## config.mk

```make
export PLATFORM = sky130hd
export DESIGN_NAME = ula_seq_flat
export DESIGN_NICKNAME = d
export VERILOG_FILES = /design/src/rtl/ula_seq_if.sv /design/src/rtl/ula_seq.sv /design/src/flat_wrapper.sv
export SDC_FILE = /design/constraint.sdc
export NUM_CORES = 1
export LEC_CHECK = 0
export BUFFER_PORTS_ARGS = -buffer_cell sky130_fd_sc_hd__buf_4
export CAP_MARGIN = 0
export CORE_ASPECT_RATIO = 1.75
export CORE_UTILIZATION = 33
export DETAILED_ROUTE_END_ITERATION = 8
export PLACE_DENSITY = 0.54
export SYNTH_ARGS = -nofsm -noshare
export SYNTH_HDL_FRONTEND = slang
export SYNTH_SLANG_ARGS = --single-unit
```

## constraint.sdc

```tcl
create_clock -name clk -period 9.05 [get_ports clk]
set_clock_uncertainty 0.1 [all_clocks]
set_input_delay 0 -clock clk [delete_from_list [all_inputs] [get_ports clk]]
set_output_delay 0 -clock clk [all_outputs]
set_load 0.01 [all_outputs]
```

## src/rtl/ula_seq_if.sv

```systemverilog
// Handshake and operand bundle between the multicycle control FSM (master)
// and the sequential ALU (slave).
interface ula_seq_if #(
    parameter int WIDTH = 32,
    parameter int SHW   = 5
);
    logic             start;
    logic [3:0]       ALUControl;
    logic [WIDTH-1:0] A;
    logic [WIDTH-1:0] B;
    logic [SHW-1:0]   shamt;
    logic [WIDTH-1:0] result;
    logic             zero;
    logic             overflow;
    logic             illegal;
    logic             busy;
    logic             done;

    modport master (
        output start, ALUControl, A, B, shamt,
        input  result, zero, overflow, illegal, busy, done
    );

    modport slave (
        input  start, ALUControl, A, B, shamt,
        output result, zero, overflow, illegal, busy, done
    );
endinterface

```

## src/rtl/ula_seq.sv

```systemverilog
// Multi-cycle ALU: logic/arith/compare ops finish in one cycle, shifts are
// performed serially one bit per cycle. start/busy/done handshake.
module ula_seq #(
    parameter int WIDTH = 32,
    parameter int SHW   = 5
) (
    input logic     clk,
    input logic     reset,
    ula_seq_if.slave bus
);
    typedef enum logic [1:0] {IDLE, SHIFT, FIN} state_t;

    state_t           state_q;
    logic [WIDTH-1:0] result_q;
    logic             zero_q, overflow_q, illegal_q, done_q;
    logic [WIDTH-1:0] sh_q;
    logic [SHW-1:0]   cnt_q;
    logic             left_q, arith_q;

    logic             is_shift, is_var, dec_left, dec_arith;
    logic [SHW-1:0]   amt;
    logic [WIDTH-1:0] sum, diff, alu_res;
    logic             alu_ovf, alu_ill, alu_zero;
    logic [WIDTH-1:0] sh_d;

    always_comb begin
        is_shift  = 1'b0;
        is_var    = 1'b0;
        dec_left  = 1'b0;
        dec_arith = 1'b0;
        case (bus.ALUControl)
            4'b1001: begin is_shift = 1'b1; dec_left = 1'b1; end
            4'b1010: begin is_shift = 1'b1; end
            4'b1101: begin is_shift = 1'b1; dec_arith = 1'b1; end
            4'b0011: begin is_shift = 1'b1; is_var = 1'b1; dec_left = 1'b1; end
            4'b0100: begin is_shift = 1'b1; is_var = 1'b1; end
            4'b0101: begin is_shift = 1'b1; is_var = 1'b1; dec_arith = 1'b1; end
            default: ;
        endcase
        amt = is_var ? bus.A[SHW-1:0] : bus.shamt;
    end

    assign sum  = bus.A + bus.B;
    assign diff = bus.A - bus.B;

    always_comb begin
        alu_res = '0;
        alu_ovf = 1'b0;
        alu_ill = 1'b0;
        case (bus.ALUControl)
            4'b0000: alu_res = bus.A & bus.B;
            4'b0001: alu_res = bus.A | bus.B;
            4'b0010: begin
                alu_res = sum;
                alu_ovf = (bus.A[WIDTH-1] == bus.B[WIDTH-1]) && (sum[WIDTH-1] != bus.A[WIDTH-1]);
            end
            4'b0110: begin
                alu_res = diff;
                alu_ovf = (bus.A[WIDTH-1] != bus.B[WIDTH-1]) && (diff[WIDTH-1] != bus.A[WIDTH-1]);
            end
            4'b1011: alu_res = bus.A ^ bus.B;
            4'b1100: alu_res = ~(bus.A | bus.B);
            4'b0111: alu_res = {{(WIDTH-1){1'b0}}, $signed(bus.A) < $signed(bus.B)};
            4'b1111: alu_res = {{(WIDTH-1){1'b0}}, bus.A < bus.B};
            4'b1000: alu_res = diff;
            4'b1110: alu_ill = 1'b1;
            default: ;
        endcase
        // BNE reuses the subtractor but reports inequality on the zero flag
        if (bus.ALUControl == 4'b1000)
            alu_zero = (bus.A != bus.B);
        else
            alu_zero = !alu_ill && (alu_res == '0);
    end

    for (genvar gi = 0; gi < WIDTH; gi++) begin : g_shift_bit
        if (gi == 0) begin : g_lsb
            assign sh_d[gi] = left_q ? 1'b0 : sh_q[gi+1];
        end else if (gi == WIDTH-1) begin : g_msb
            assign sh_d[gi] = left_q ? sh_q[gi-1] : (arith_q & sh_q[gi]);
        end else begin : g_mid
            assign sh_d[gi] = left_q ? sh_q[gi-1] : sh_q[gi+1];
        end
    end

    always_ff @(posedge clk) begin
        if (reset) begin
            state_q    <= IDLE;
            result_q   <= '0;
            zero_q     <= 1'b0;
            overflow_q <= 1'b0;
            illegal_q  <= 1'b0;
            done_q     <= 1'b0;
            sh_q       <= '0;
            cnt_q      <= '0;
            left_q     <= 1'b0;
            arith_q    <= 1'b0;
        end else begin
            done_q <= 1'b0;
            case (state_q)
                IDLE: if (bus.start) begin
                    if (!is_shift) begin
                        result_q   <= alu_res;
                        zero_q     <= alu_zero;
                        overflow_q <= alu_ovf;
                        illegal_q  <= alu_ill;
                        done_q     <= 1'b1;
                        state_q    <= FIN;
                    end else if (amt == '0) begin
                        result_q   <= bus.B;
                        zero_q     <= (bus.B == '0);
                        overflow_q <= 1'b0;
                        illegal_q  <= 1'b0;
                        done_q     <= 1'b1;
                        state_q    <= FIN;
                    end else begin
                        sh_q    <= bus.B;
                        cnt_q   <= amt;
                        left_q  <= dec_left;
                        arith_q <= dec_arith;
                        state_q <= SHIFT;
                    end
                end
                SHIFT: begin
                    sh_q  <= sh_d;
                    cnt_q <= cnt_q - SHW'(1);
                    if (cnt_q == SHW'(1)) begin
                        result_q   <= sh_d;
                        zero_q     <= (sh_d == '0);
                        overflow_q <= 1'b0;
                        illegal_q  <= 1'b0;
                        done_q     <= 1'b1;
                        state_q    <= FIN;
                    end
                end
                FIN:     state_q <= IDLE;
                default: state_q <= IDLE;
            endcase
        end
    end

    assign bus.result   = result_q;
    assign bus.zero     = zero_q;
    assign bus.overflow = overflow_q;
    assign bus.illegal  = illegal_q;
    assign bus.done     = done_q;
    assign bus.busy     = (state_q != IDLE);
endmodule

```

## src/flat_wrapper.sv

```systemverilog
// flat-port wrapper written by rule: the top's interface ports become plain ports
module ula_seq_flat 
#(
    parameter int WIDTH = 32,
    parameter int SHW   = 5
)
  (clk, reset, bus_start, bus_ALUControl, bus_A, bus_B, bus_shamt, bus_result, bus_zero, bus_overflow, bus_illegal, bus_busy, bus_done);
  ula_seq_if #(.WIDTH(WIDTH), .SHW(SHW)) bus_i ();
  input logic clk;
  input logic reset;
  input wire logic [$bits(bus_i.start)-1:0] bus_start;
  input wire logic [$bits(bus_i.ALUControl)-1:0] bus_ALUControl;
  input wire logic [$bits(bus_i.A)-1:0] bus_A;
  input wire logic [$bits(bus_i.B)-1:0] bus_B;
  input wire logic [$bits(bus_i.shamt)-1:0] bus_shamt;
  output wire logic [$bits(bus_i.result)-1:0] bus_result;
  output wire logic [$bits(bus_i.zero)-1:0] bus_zero;
  output wire logic [$bits(bus_i.overflow)-1:0] bus_overflow;
  output wire logic [$bits(bus_i.illegal)-1:0] bus_illegal;
  output wire logic [$bits(bus_i.busy)-1:0] bus_busy;
  output wire logic [$bits(bus_i.done)-1:0] bus_done;
  assign bus_i.start = bus_start;
  assign bus_i.ALUControl = bus_ALUControl;
  assign bus_i.A = bus_A;
  assign bus_i.B = bus_B;
  assign bus_i.shamt = bus_shamt;
  assign bus_result = bus_i.result;
  assign bus_zero = bus_i.zero;
  assign bus_overflow = bus_i.overflow;
  assign bus_illegal = bus_i.illegal;
  assign bus_busy = bus_i.busy;
  assign bus_done = bus_i.done;
  ula_seq #(.WIDTH(WIDTH), .SHW(SHW)) u_core (.clk(clk), .reset(reset), .bus(bus_i));
endmodule
```

==> metrics.yaml <==
logic_synthesis:
  post_syn_instances: 1494
  seq_area_frac_synth_pct: 14.6
  multiplexer_fraction_of_the_synthesized_cell_area_pct: 2.75
  synthesized_area_divided_by_synthesized_cell_count_um2: 7.06
  synth.yosys.warnings: 0
  dominant_combinational_cell_family_by_area_after_synthesis: "compound AO/OA/AOI/OAI gates"
  synth-edff-count: 0
  postSynth.topFlopCell: "sky130_fd_sc_hd__dfxtp_1"
  synth_seq_cells: 77
  summed_instance_area_of_the_synthesized_netlist_mm2: 0.0105
  yosys.area_share.simple_pct: 25.0
  yosys.cell_types.count: 105
  synth-async-reset-ratio_pct: 0
  yosys.area_share.xor_xnor_pct: 0.332
  synth-compound-area-share_pct: 35.9
  synth-adder-area-share_pct: 12.4
  postSynthNetCount: 1673
timing:
  holdWs_ps: 5.35
  setup-tns-final_ps: 0
  setup_viol_count_final: 0
  timing.final.crit_period_ps: 5010
  final.period_utilization_pct: 55.4
  final_slew_viol_count: 0
  timing.slew.headroom_pct: 15.6
  worst_max_slew_pin_slew_ps: 1250
  final_critical_path_setup_slack_ps: 4040
  hold_viol_final: 0
  setup_repair_after_global_routing_missed_its_margin: "false"
  clock.fmax_ghz: 0.199
placed_design:
  place_hpwl_um: 38500
  dpl-instance-area_mm2: 0.0115
  place.port_buffers: 112
  weighted_congestion_reported_at_the_end_of_routability_driven_placement: 1.04
  placement.setup.worst_slack_ps: 4350
final_layout:
  post_route_cells_drive_above_1_share_pct: 12.6
  most-common-layout-cells: "sky130_fd_sc_hd__a21oi_1 (170), sky130_fd_sc_hd__nand2_1 (169), sky130_fd_sc_hd__buf_4 (129)"
  layout.cell_area.non_filler_mm2: 0.0120
  layout_commonest_cell: "sky130_fd_sc_hd__a21oi_1"
  final_nets: 1733
  num_antenna_cells: 0
  area_delta_synth_final_pct: 14.0
  final_util_pct: 38.2
global_route:
  number_of_antenna_violations_at_the_first_check_in_global_routing: 1
  grt_max_degree: 90
  grtUsageTotal_pct: 30.6
  first_global_vias: 12100
  globalRoute.totalOverflow: 0
  grt_first_pass_wirelength_um: 74000
min_path:
  holdCritPathClass: "in2reg"
critical_path:
  launching_instance_or_port_of_the_critical_path: "bus_B[7]"
  cp_max_fo: 12
  worst_ep_required_time_ps: 9210
  worst_r2r_path_depth: 7
  cp.arrival_ps: 5170
  critical_path_startpoint_category: "input port"
  r2r_setup_slack_ps: 5690
  critical_path_class: "in2reg"
  r2r-end: "u_core.bus.zero$_SDFFE_PP0P_"
  worst_setup_path_endpoint: "u_core.bus.zero$_SDFFE_PP0P_"
  regToRegStartpoint: "u_core.left_q$_SDFFE_PP0P_"
  crit_path_end_kind: "register"
routing:
  avgViaCountPerCell: 6.29
  post-route-drc-count: 0
  routed_wl_um: 49900
  routed_wire_length_per_instance_um: 25.5
  drt_pass1_iterations: 6
  vias: 12300
  initialDrtViolationCount: 1120
  ant_nets: 0
power_and_ir_drop:
  power_density_mw_per_mm2: 120
  power.static_leakage_nw: 4.88
  maximum_vdd_drop_v: 0.000144
clock_network:
  cts_hold_repair.buffers: 28
  cts_made_buffers: 9
  clock_latency_ps: 360
  clk_root_buffer_cell: "sky130_fd_sc_hd__clkbuf_16"
  post_cts_resized: 0
  clockBufferDepth: 2
  tritoncts: "yes"
  cts.sinks: 77
  htree_levels: 3
  cts.reportedPaths.clkPinSlew_ps: 60
  postCtsSetupRepairBufs: 0
die:
  floorplan.die_area_mm2: 0.0327
  ios: 113
  fp-row-count: 86
  fp.dieH_um: 238
  chipWidth_um: 137
  initial_core_util_pct: 33.6
  coreArea_mm2: 0.0314
run:
  cap_viol_max_count: 0
outcome:
  result_of_the_run: "completed"
==> cell usage after synthesis (9+ instances only) <==
library cell | n | share of area, %
sky130_fd_sc_hd__or2_2 | 9 | 0.53
sky130_fd_sc_hd__mux2i_1 | 29 | 2.8
sky130_fd_sc_hd__a221o_1 | 12 | 1.1
sky130_fd_sc_hd__o211ai_1 | 50 | 3.6
sky130_fd_sc_hd__nand3_1 | 39 | 1.9
sky130_fd_sc_hd__or3_1 | 10 | 0.59
sky130_fd_sc_hd__o21ai_0 | 56 | 2.7
sky130_fd_sc_hd__buf_4 | 19 | 1.4
sky130_fd_sc_hd__o21a_1 | 15 | 1.1
sky130_fd_sc_hd__nand2b_1 | 16 | 0.95
sky130_fd_sc_hd__nand4_1 | 14 | 0.83
sky130_fd_sc_hd__o21bai_1 | 12 | 0.85
sky130_fd_sc_hd__inv_1 | 94 | 3.3
sky130_fd_sc_hd__ha_1 | 101 | 12
sky130_fd_sc_hd__and2_1 | 13 | 0.77
sky130_fd_sc_hd__nor4_1 | 29 | 1.7
sky130_fd_sc_hd__nor2_1 | 116 | 4.1
sky130_fd_sc_hd__and3_1 | 11 | 0.65
sky130_fd_sc_hd__a21o_1 | 16 | 1.1
sky130_fd_sc_hd__clkbuf_1 | 53 | 1.9
sky130_fd_sc_hd__dfxtp_1 | 77 | 15
sky130_fd_sc_hd__a211oi_1 | 28 | 2.0
sky130_fd_sc_hd__a31oi_1 | 19 | 1.1
sky130_fd_sc_hd__o221ai_1 | 10 | 0.83
sky130_fd_sc_hd__buf_6 | 12 | 1.3
sky130_fd_sc_hd__o31ai_1 | 22 | 1.6
sky130_fd_sc_hd__nand2_1 | 169 | 6.0
sky130_fd_sc_hd__nor2b_1 | 22 | 1.3
sky130_fd_sc_hd__buf_2 | 15 | 0.71
sky130_fd_sc_hd__a211o_1 | 14 | 1.2
sky130_fd_sc_hd__a21oi_1 | 170 | 8.1
sky130_fd_sc_hd__a221oi_1 | 21 | 1.7
sky130_fd_sc_hd__nor3_1 | 34 | 1.6
==> metrics by stage <==
| step | instances | power, mW |
|---|---|---|
| floorplan | 1494 | 0.837 |
| global placement | 1911 | 1.08 |
| detailed placement | 1911 | 1.08 |
| CTS | 1955 | 1.43 |
| global route | 1955 | 1.52 |
| finish | 1955 | 1.45 |
==> critical path, stage by stage <==
cell and delay, ps:
sky130_fd_sc_hd__dlygate4sd3_1 540, sky130_fd_sc_hd__buf_4 170, sky130_fd_sc_hd__inv_1 70, sky130_fd_sc_hd__ha_1 570, sky130_fd_sc_hd__a21oi_1 290, sky130_fd_sc_hd__o31ai_2 420, sky130_fd_sc_hd__nor4b_2 440, sky130_fd_sc_hd__o31ai_1 190
sky130_fd_sc_hd__a311oi_1 450, sky130_fd_sc_hd__o21ai_0 160, sky130_fd_sc_hd__a222oi_1 770, sky130_fd_sc_hd__nand3_1 220, sky130_fd_sc_hd__nor4_1 380, sky130_fd_sc_hd__nand4_1 160, sky130_fd_sc_hd__o41ai_2 320
==> flip-flops by register name (all words and copies together) (netlist names), 2 cells and up <==
signal,flops
u_core.bus.result,32
u_core.state_q,2
u_core.sh_q,32
u_core.cnt_q,5
==> power breakdown <==
group | switching (mW) | internal (mW) | total, mW
Clock | 0.148 | 0.193 | 0.341
Sequential | 0.0292 | 0.370 | 0.399
Combinational | 0.457 | 0.248 | 0.705
Total | 0.634 | 0.811 | 1.45
==> layout make-up <==
cell class	count	area (um2)
inverters	97	364
repair buffers	157	1250
well taps	396	495
clock buffers	13	250
clock inverters	3	21.3
fillers	3419	19400
flip-flops and latches	77	1540
multi-input cells	1212	8090
==> worst min path at each step <==
stage,startpoint,end,slack [ps],cells after the start
finish,bus_shamt[1],u_core.cnt_q[1]$_SDFFE_PP0P_,5,5
global route,bus_shamt[1],u_core.cnt_q[1]$_SDFFE_PP0P_,30,5
CTS,bus_shamt[1],u_core.cnt_q[1]$_SDFFE_PP0P_,4,5
detailed placement,bus_B[27],u_core.sh_q[27]$_SDFFE_PP0P_,300,3
global placement,bus_B[27],u_core.sh_q[27]$_SDFFE_PP0P_,290,3
floorplan,bus_B[4],u_core.sh_q[4]$_SDFFE_PP0P_,140,2
==> per-layer routing <==
metal / vias to the layer above / GRT usage, % / share of wire (%)
met1: 5850 / 33.8 / 37
met3: 200 / 3.17 / 5.5
met4: 0 / 22.6 / 7.9
li1: 5669 / - / -
met5: - / 0 / 0
met2: 574 / 53.2 / 50
==> kinds of logic (layout without fill, tap and decap cells) <==
kind of cell               after synthesis  count (layout)
adders and majority gates              103             103
xor gates and xnor gates                 4               4
buffers and inverters                  205             270
and+or+nand+nor                        530             530
muxes                                   29              29
AOI/OAI and AO/OA                      546             546
DFF                                     77              77
(Power assumes the default switching activity.)
